$ cat config.mk
export PLATFORM = sky130hd
export DESIGN_NAME = axis_rr_mux
export DESIGN_NICKNAME = d
export VERILOG_FILES = /design/src/rtl/axis_rr_mux.sv
export SDC_FILE = /design/constraint.sdc
export NUM_CORES = 1
export LEC_CHECK = 0
export BUFFER_PORTS_ARGS = -buffer_cell sky130_fd_sc_hd__buf_4
export CORE_ASPECT_RATIO = 0.9
export CORE_MARGIN = 4
export CORE_UTILIZATION = 44
export DETAILED_ROUTE_END_ITERATION = 12
export PLACE_DENSITY = 0.81
export SLEW_MARGIN = 20
export SYNTH_ARGS = -nofsm -noshare
export SYNTH_HDL_FRONTEND = slang
export SYNTH_SLANG_ARGS = --single-unit
$ cat constraint.sdc
create_clock -name clk -period 2.1 [get_ports clk]
set_input_delay 0.525 -clock clk [delete_from_list [all_inputs] [get_ports clk]]
set_output_delay 0.525 -clock clk [all_outputs]
set_load 0.1 [all_outputs]
$ cat src/rtl/axis_rr_mux.sv
// Round-robin AXI-Stream multiplexer: N input lanes onto one registered output,
// with each grant held for a whole packet (until the beat carrying tlast).
module axis_rr_mux #(
    parameter int NUM_RX_LANES = 4,
    parameter int DATA_WIDTH   = 32,
    localparam int KEEP_WIDTH  = DATA_WIDTH / 8,
    localparam int LANE_W      = $clog2(NUM_RX_LANES)
) (
    input  logic                               clk,
    input  logic                               rst_n,
    input  logic [NUM_RX_LANES-1:0]            rx_axis_tvalid,
    input  logic [NUM_RX_LANES*DATA_WIDTH-1:0] rx_axis_tdata,
    input  logic [NUM_RX_LANES*KEEP_WIDTH-1:0] rx_axis_tkeep,
    input  logic [NUM_RX_LANES-1:0]            rx_axis_tlast,
    output logic [NUM_RX_LANES-1:0]            rx_axis_tready,
    input  logic [NUM_RX_LANES-1:0]            lane_enable,
    input  logic                               tx_axis_tready,
    output logic                               tx_axis_tvalid,
    output logic [DATA_WIDTH-1:0]              tx_axis_tdata,
    output logic [KEEP_WIDTH-1:0]              tx_axis_tkeep,
    output logic                               tx_axis_tlast,
    output logic [LANE_W-1:0]                  tx_axis_tdest,
    output logic                               busy,
    output logic [15:0]                        tx_pkt_count
);

    typedef enum logic {
        IDLE   = 1'b0,
        LOCKED = 1'b1
    } state_t;

    localparam logic [LANE_W:0]   LANES_EXT = (LANE_W+1)'(NUM_RX_LANES);
    localparam logic [LANE_W-1:0] LAST_LANE = LANE_W'(NUM_RX_LANES - 1);

    state_t                  state_q, state_d;
    logic [LANE_W-1:0]       rr_ptr_q, grant_q, arb_idx, next_ptr;
    logic [NUM_RX_LANES-1:0] cand;
    logic [LANE_W:0]         scan;
    logic                    arb_found;
    logic                    sel_valid, sel_last;
    logic [DATA_WIDTH-1:0]   sel_data;
    logic [KEEP_WIDTH-1:0]   sel_keep;
    logic                    out_ready, accept;

    assign cand = rx_axis_tvalid & lane_enable;

    // Scan from rr_ptr upward, wrapping at the last real lane, so indices
    // >= NUM_RX_LANES are never produced.
    always_comb begin : arbiter
        // NOTE: every output of a combinational block gets a default first so no latch is inferred.
        arb_found = 1'b0;
        arb_idx   = '0;
        scan      = '0;
        for (int k = 0; k < NUM_RX_LANES; k++) begin
            // NOTE: blocking assignments here model ordered combinational evaluation.
            scan = {1'b0, rr_ptr_q} + (LANE_W+1)'(k);
            if (scan >= LANES_EXT) scan = scan - LANES_EXT;
            if (!arb_found && cand[scan[LANE_W-1:0]]) begin
                arb_found = 1'b1;
                arb_idx   = scan[LANE_W-1:0];
            end
        end
    end

    always_comb begin : lane_select
        sel_valid = 1'b0;
        sel_last  = 1'b0;
        sel_data  = '0;
        sel_keep  = '0;
        for (int k = 0; k < NUM_RX_LANES; k++) begin
            if (grant_q == LANE_W'(k)) begin
                sel_valid = rx_axis_tvalid[k];
                sel_last  = rx_axis_tlast[k];
                sel_data  = rx_axis_tdata[k*DATA_WIDTH +: DATA_WIDTH];
                sel_keep  = rx_axis_tkeep[k*KEEP_WIDTH +: KEEP_WIDTH];
            end
        end
    end

    assign out_ready = !tx_axis_tvalid || tx_axis_tready;
    assign accept    = (state_q == LOCKED) && sel_valid && out_ready;
    assign next_ptr  = (grant_q == LAST_LANE) ? '0 : grant_q + 1'b1;
    assign busy      = (state_q == LOCKED);

    // Only the granted lane sees backpressure relief; lane_enable is not
    // consulted here so a packet in flight always completes.
    always_comb begin : ready_gen
        rx_axis_tready = '0;
        for (int k = 0; k < NUM_RX_LANES; k++) begin
            if (state_q == LOCKED && grant_q == LANE_W'(k)) rx_axis_tready[k] = out_ready;
        end
    end

    always_comb begin : next_state
        state_d = state_q;
        unique case (state_q)
            IDLE:    if (arb_found) state_d = LOCKED;
            LOCKED:  if (accept && sel_last) state_d = IDLE;
            default: state_d = IDLE;
        endcase
    end

    always_ff @(posedge clk or negedge rst_n) begin
        if (!rst_n) begin
            state_q  <= IDLE;
            rr_ptr_q <= '0;
            grant_q  <= '0;
        end else begin
            // NOTE: sequential state uses non-blocking assignments so all registers update together.
            state_q <= state_d;
            if (state_q == IDLE && arb_found) grant_q <= arb_idx;
            if (accept && sel_last) rr_ptr_q <= next_ptr;
        end
    end

    always_ff @(posedge clk or negedge rst_n) begin
        if (!rst_n) begin
            tx_axis_tvalid <= 1'b0;
            tx_axis_tdata  <= '0;
            tx_axis_tkeep  <= '0;
            tx_axis_tlast  <= 1'b0;
            tx_axis_tdest  <= '0;
        end else if (accept) begin
            tx_axis_tvalid <= 1'b1;
            tx_axis_tdata  <= sel_data;
            tx_axis_tkeep  <= sel_keep;
            tx_axis_tlast  <= sel_last;
            tx_axis_tdest  <= grant_q;
        end else if (out_ready) begin
            tx_axis_tvalid <= 1'b0;
        end
    end

    always_ff @(posedge clk or negedge rst_n) begin
        if (!rst_n) begin
            tx_pkt_count <= '0;
        end else if (tx_axis_tvalid && tx_axis_tready && tx_axis_tlast) begin
            tx_pkt_count <= tx_pkt_count + 16'd1;
        end
    end

endmodule

# After elaboration in Yosys (flattened, before gate mapping)
# Index checks and enable logic that the tools add are counted.
# Widths: inputs -> output; s select.
[totals]
ff_bits = 61
inputBits = 159
out_inout_bits = 61
elab_cells = 97
[classes]
addsub = 9
n_lt_le_gt_ge = 8
n_eq_ne = 3
mux = 46
n_bitwise = 2
reduce_logical = 20
[ops]
columns = ["operator", "count"]
rows = [
  ["$mux 32", 4],
  ["$mux 1", 24],
  ["$mux 2", 9],
  ["$add 16x1->16 const B", 1],
  ["$mux 4", 4],
  ["$logic_and 1x1->1", 13],
  ["$lt 2x3->1 const B", 4],
  ["$ge 3x3->1 const B", 3],
  ["$bmux 1 s2", 4],
  ["$sub 2x1->2 const B", 4],
  ["$add 2x2->3 const B", 2],
  ["$and 4x4->4", 1],
  ["$eq 2x2->1 const B", 2],
  ["$logic_not 1->1", 4],
  ["$add 2x1->3 const B", 1],
  ["$ge 2x3->1 const B", 1],
  ["$add 2x1->2 const B", 1],
  ["$eq 2x1->1 const B", 1],
  ["$logic_not 2->1", 1],
  ["$pmux 1 s2", 1],
  ["$reduce_bool 2->1", 1],
  ["$logic_or 1x1->1", 1],
  ["$not 1->1", 1],
]

# Depth between registers and ports, before layout
[logic_depth]
depth_word = 16
ltp_mapped = 8
ltp_nobuf = 6

# Worst setup path after synthesis
# Ideal clock, no wire load.
[synth_timing]
path_kind = "reg-to-output"
startpoint = "reg grant_q[0]"
endpoint = "out rx_axis_tready[3]"
t_arrival_ps = 1986
t_required_ps = 1575
slack_ps = -411
stages_incl_launch_ff = 5
n_path_buf = 2
cell_sequence = "dfrtp_1 -> ha_1 -> clkbuf_1 -> clkbuf_1 -> and3_1"
[synth_via]
elab_chain_cells = 3
[synth_rtl]
columns = ["item", "line_no", "text"]
rows = [
  ["from (decl)", "36", "logic [LANE_W-1:0] rr_ptr_q, grant_q, arb_idx, next_ptr;"],
  ["from (signal assigned)", "111", "if (state_q == IDLE && arb_found) grant_q <= arb_idx;"],
  ["$eq 2x2->1", "90", "if (state_q == LOCKED && grant_q == LANE_W'(k)) rx_axis_tready[k] = out_ready;"],
  ["$logic_and 1x1->1", "90", ""],
  ["$mux 1", "90", ""],
  ["to (decl)", "15", "output logic [NUM_RX_LANES-1:0] rx_axis_tready,"],
]
# Every way passes these cells.

# Worst setup path in the final report
[layout_timing]
startpoint = "reg grant_q[0]"
endpoint = "out rx_axis_tready[0]"
[layout_via]
elab_chain_cells = 3
[layout_rtl]
columns = ["item", "line_no"]
rows = [
  ["$logic_not 2->1", "90"],
  ["$logic_and 1x1->1", "90"],
  ["$mux 1", "90"],
]
# Every way passes these cells.

==> Implementation_results.wiki <==
{| class="wikitable"
! Metric !! Value
|-
| Global placement routability congestion || 0.877
|-
| Unrepaired setup endpoints after global routing || true
|-
| Element type at the critical path start || flip-flop
|-
| Wire length after detailed routing || 11900 um
|-
| Area share of fa/ha/maj cells after synthesis || 1.70%
|-
| Overflow left after global routing || 0
|-
| Portion of synthesized cell area occupied by the leading cell type || 41.6%
|-
| Final Hold Fails || 0
|-
| Leak || 2.73 nW
|-
| Average wire per standard cell || 17.3 um
|-
| Layout cells sized above 1 || 45.5%
|-
| Placed wire-length estimate || 9260 um
|-
| Overall power after layout || 0.0103 W
|-
| Critical Path Max Stage Delay || 450 ps
|-
| Floorplan die height || 94.7 um
|-
| Fin nets || 748
|-
| Root buffer selected by CTS || clkbuf_8
|-
| Synth warnings || 0
|-
| Transition time at the pin with the least slew margin || 759 ps
|-
| Register bit total from synthesis || 61
|-
| Post-Syn Instances || 370
|-
| Synthesis-to-finish area growth || 56.3%
|-
| Number of buffers inserted during clock tree synthesis || 9
|-
| R2R cell count || 7
|-
| Highest-delay cell along the critical path || dfrtp_2
|-
| Non-Filler Cell Area, Final || 5740 um2
|-
| Kind of capture point of the worst setup path || output port
|-
| TNS Setup || 0 ps
|-
| Areal power density over the cells || 1790 nW/um2
|-
| CP max FO || 5
|-
| Crit share post-route || 96.9%
|-
| Maximum clock skew at final layout || 7.69 ps
|-
| Largest net degree at the start of global routing || 62
|-
| Number of routed nets with antenna violations || 0
|-
| Number of buffers added on ports || 219
|-
| Worst flop-to-flop path endpoint || rr_ptr_q[1]
|-
| Post-Synth Simple-Gate Area || 16.8%
|-
| Setup violation total in the final timing report || 0
|-
| Synthesized cell area || 3670 um2
|-
| TritonCTS clock tree || done
|-
| Net count of the mapped netlist || 534
|-
| Fin crit period || 2030 ps
|-
| Multiplexer share of the synthesized area || 12.6%
|-
| Post-cts hold buffer count || 0
|-
| Worst relative slew slack || 49.4%
|-
| Overall global routing resource usage || 23.2%
|-
| Yosys cell types || 37
|-
| Horizontal die dimension || 104 um
|-
| Number of max-cap violations || 0
|-
| H-Tree Level Count || 3
|-
| Most used cells in the layout excluding fill and tap cells || 223 x buf_4, 56 x dfrtp_1, 49 x nand2_1, 39 x mux2_1, 37 x nor2b_1
|-
| Complex-gate fraction of the synthesized area || 19.8%
|-
| Worst supply voltage drop on vdd || 0.949 mV
|-
| Diode insertion count for antenna repair || 0
|-
| I/O pin count || 220
|-
| Required time at the endpoint of the critical path || 1570 ps
|-
| Startpoint of the worst setup timing path || grant_q[0]
|-
| Crit path arrival time || 1510 ps
|-
| Final core utilization || 70.8%
|-
| Top cell type by total area after synthesis || dfrtp_1
|-
| Clk buf depth || 2
|-
| Floorplan row count || 31
|-
| Maximum clock rate || 492 MHz
|-
| Sequential area share after synthesis || 41.6%
|-
| Average vias per placed instance || 5.47
|-
| Via count || 3766
|-
| Ordered list of cells on the worst path || inv_2, ha_2, and3_2, buf_12
|-
| Cells taking the most area after synthesis || dfrtp_1 42%, mux2_1 12%, a221oi_1 8.6%, o31ai_1 7.2%, nor2b_1 6.5%
|-
| Result of the run || finished clean
|-
| Path type of the worst min-delay path || primary input to async pin
|-
| Register-to-register setup slack || 100 ps
|-
| Placeable core region || 8110 um2
|-
| Startpoint of the worst-slack reg-to-reg timing path || grant_q[1]
|-
| Die footprint || 9880 um2
|-
| Post-route DRC || 0
|-
| Register clock-pin slew on the reported worst setup and hold paths || 70 ps
|-
| Start-to-end type of the worst setup path || flip-flop to output port
|-
| First-pass GRT wire length || 18400 um
|-
| Most common cell after layout, fill and taps aside || buf_4
|-
| Via count of the first global-routing pass || 3817
|-
| Main combinational cell family by area after synthesis || compound AO/OA/AOI/OAI gates
|-
| Number of iterations in the first detailed-routing pass || 4
|-
| Starting density of the core || 45.3%
|-
| Later-pin clock latency in the skew report || 320 ps
|-
| Number of antenna violations at the first check in global routing || 0
|-
| First DRT Iteration DRCs || 125
|-
| Sinks on Clock Net || 61
|-
| Post-place instance area || 5480 um2
|-
| Count of pins over their slew limit || 0
|-
| Post-Synth XOR/XNOR Area || 3.58%
|-
| Synthesized area per cell || 9.93 um2
|}
==> metal layers <==
layer / track usage [%] / share of wire [%]
met3: 6.08 / 7.4
met1: 25.8 / 38
met4: 7.42 / 1.5
met5: 0 / 0
met2: 43.7 / 53
==> cell type report <==
| class | instances | area (um2) |
|---|---|---|
| Clock buffer | 12 | 155 |
| Inverter | 7 | 26.3 |
| Clock inverter | 4 | 22.5 |
| Sequential cell | 61 | 1530 |
| Tap cell | 99 | 124 |
| Timing Repair Buffer | 232 | 1830 |
| Multi-Input combinational cell | 273 | 2050 |
| Fill cell | 622 | 2370 |
==> synthesized netlist by cell type (all sizes together) <==
cell      n
a211oi    2
a21bo     1
a21boi    1
a21oi     4
a221oi   36
a22o      2
a32o      1
a41o      1
and2      3
and3      6
and4      1
buf      12
clkbuf   17
dfrtp    61
ha        5
inv       7
mux2     41
nand2    50
nand2b    1
nand3     6
nand3b    2
nand4     3
nor2      4
nor2b    38
nor3      5
nor3b     2
o211ai    1
o21a      1
o21ai     4
o221ai    1
o2bb2ai   1
o31ai    35
xnor2     4
xor2     11
==> power breakdown <==
group	internal [W]	switching, W	leakage [nW]
registers	0.00166	0.000323	0.759
logic	0.00232	0.00505	1.88
clock network	0.000487	0.000447	0.0921
==> registers in the layout, indices dropped and copies added (netlist names), 2 cells and up <==
signal	cells
grant_q	2
rr_ptr_q	2
tx_axis_tkeep	4
tx_axis_tdata	32
tx_axis_tdest	2
tx_pkt_count	16
==> per-stage QoR <==
stage	instances	hold WS (ps)	setup slack, ps
3_5_place_dp	671	480	20.6
5_1_grt	688	310	-2.51
3_3_place_gp	671	459	106
6_report	688	258	66.1
4_1_cts	687	289	-27.1
2_1_floorplan	370	229	-15.1
==> worst max-delay path, delay by kind of cell, from the launching register on <==
kind                     cells  cell delay [ps]
adder cells (fa/ha/maj)      1              240
flip-flops                   1              450
buffers and inverters        2              280
AND/OR/NAND/NOR              1              220
==> worst max-delay path by stage <==
stage	cells after the start	slack (ps)	to
after CTS	4	-30	rx_axis_tready[2]
final	4	70	rx_axis_tready[0]
after floorplan	4	-20	rx_axis_tready[3]
after global placement	7	110	tx_axis_tdata[21]
after global routing	4	-3	rx_axis_tready[0]
after detailed placement	7	20	tx_axis_tdata[24]
==> cell families after synthesis <==
group,after synthesis
compound gates,91
xor+xnor,15
fa+ha+maj,5
buf+inv,36
flops,61
mux,41
simple gates,121
==> repair_timing <==
action | CTS | global route
buffers inserted | 0 | 1
resized for setup | 11 | 7
cloned | 0 | 0
endpoints found under the setup margin | 3 | 20
Power figures use the tool's default switching activity.
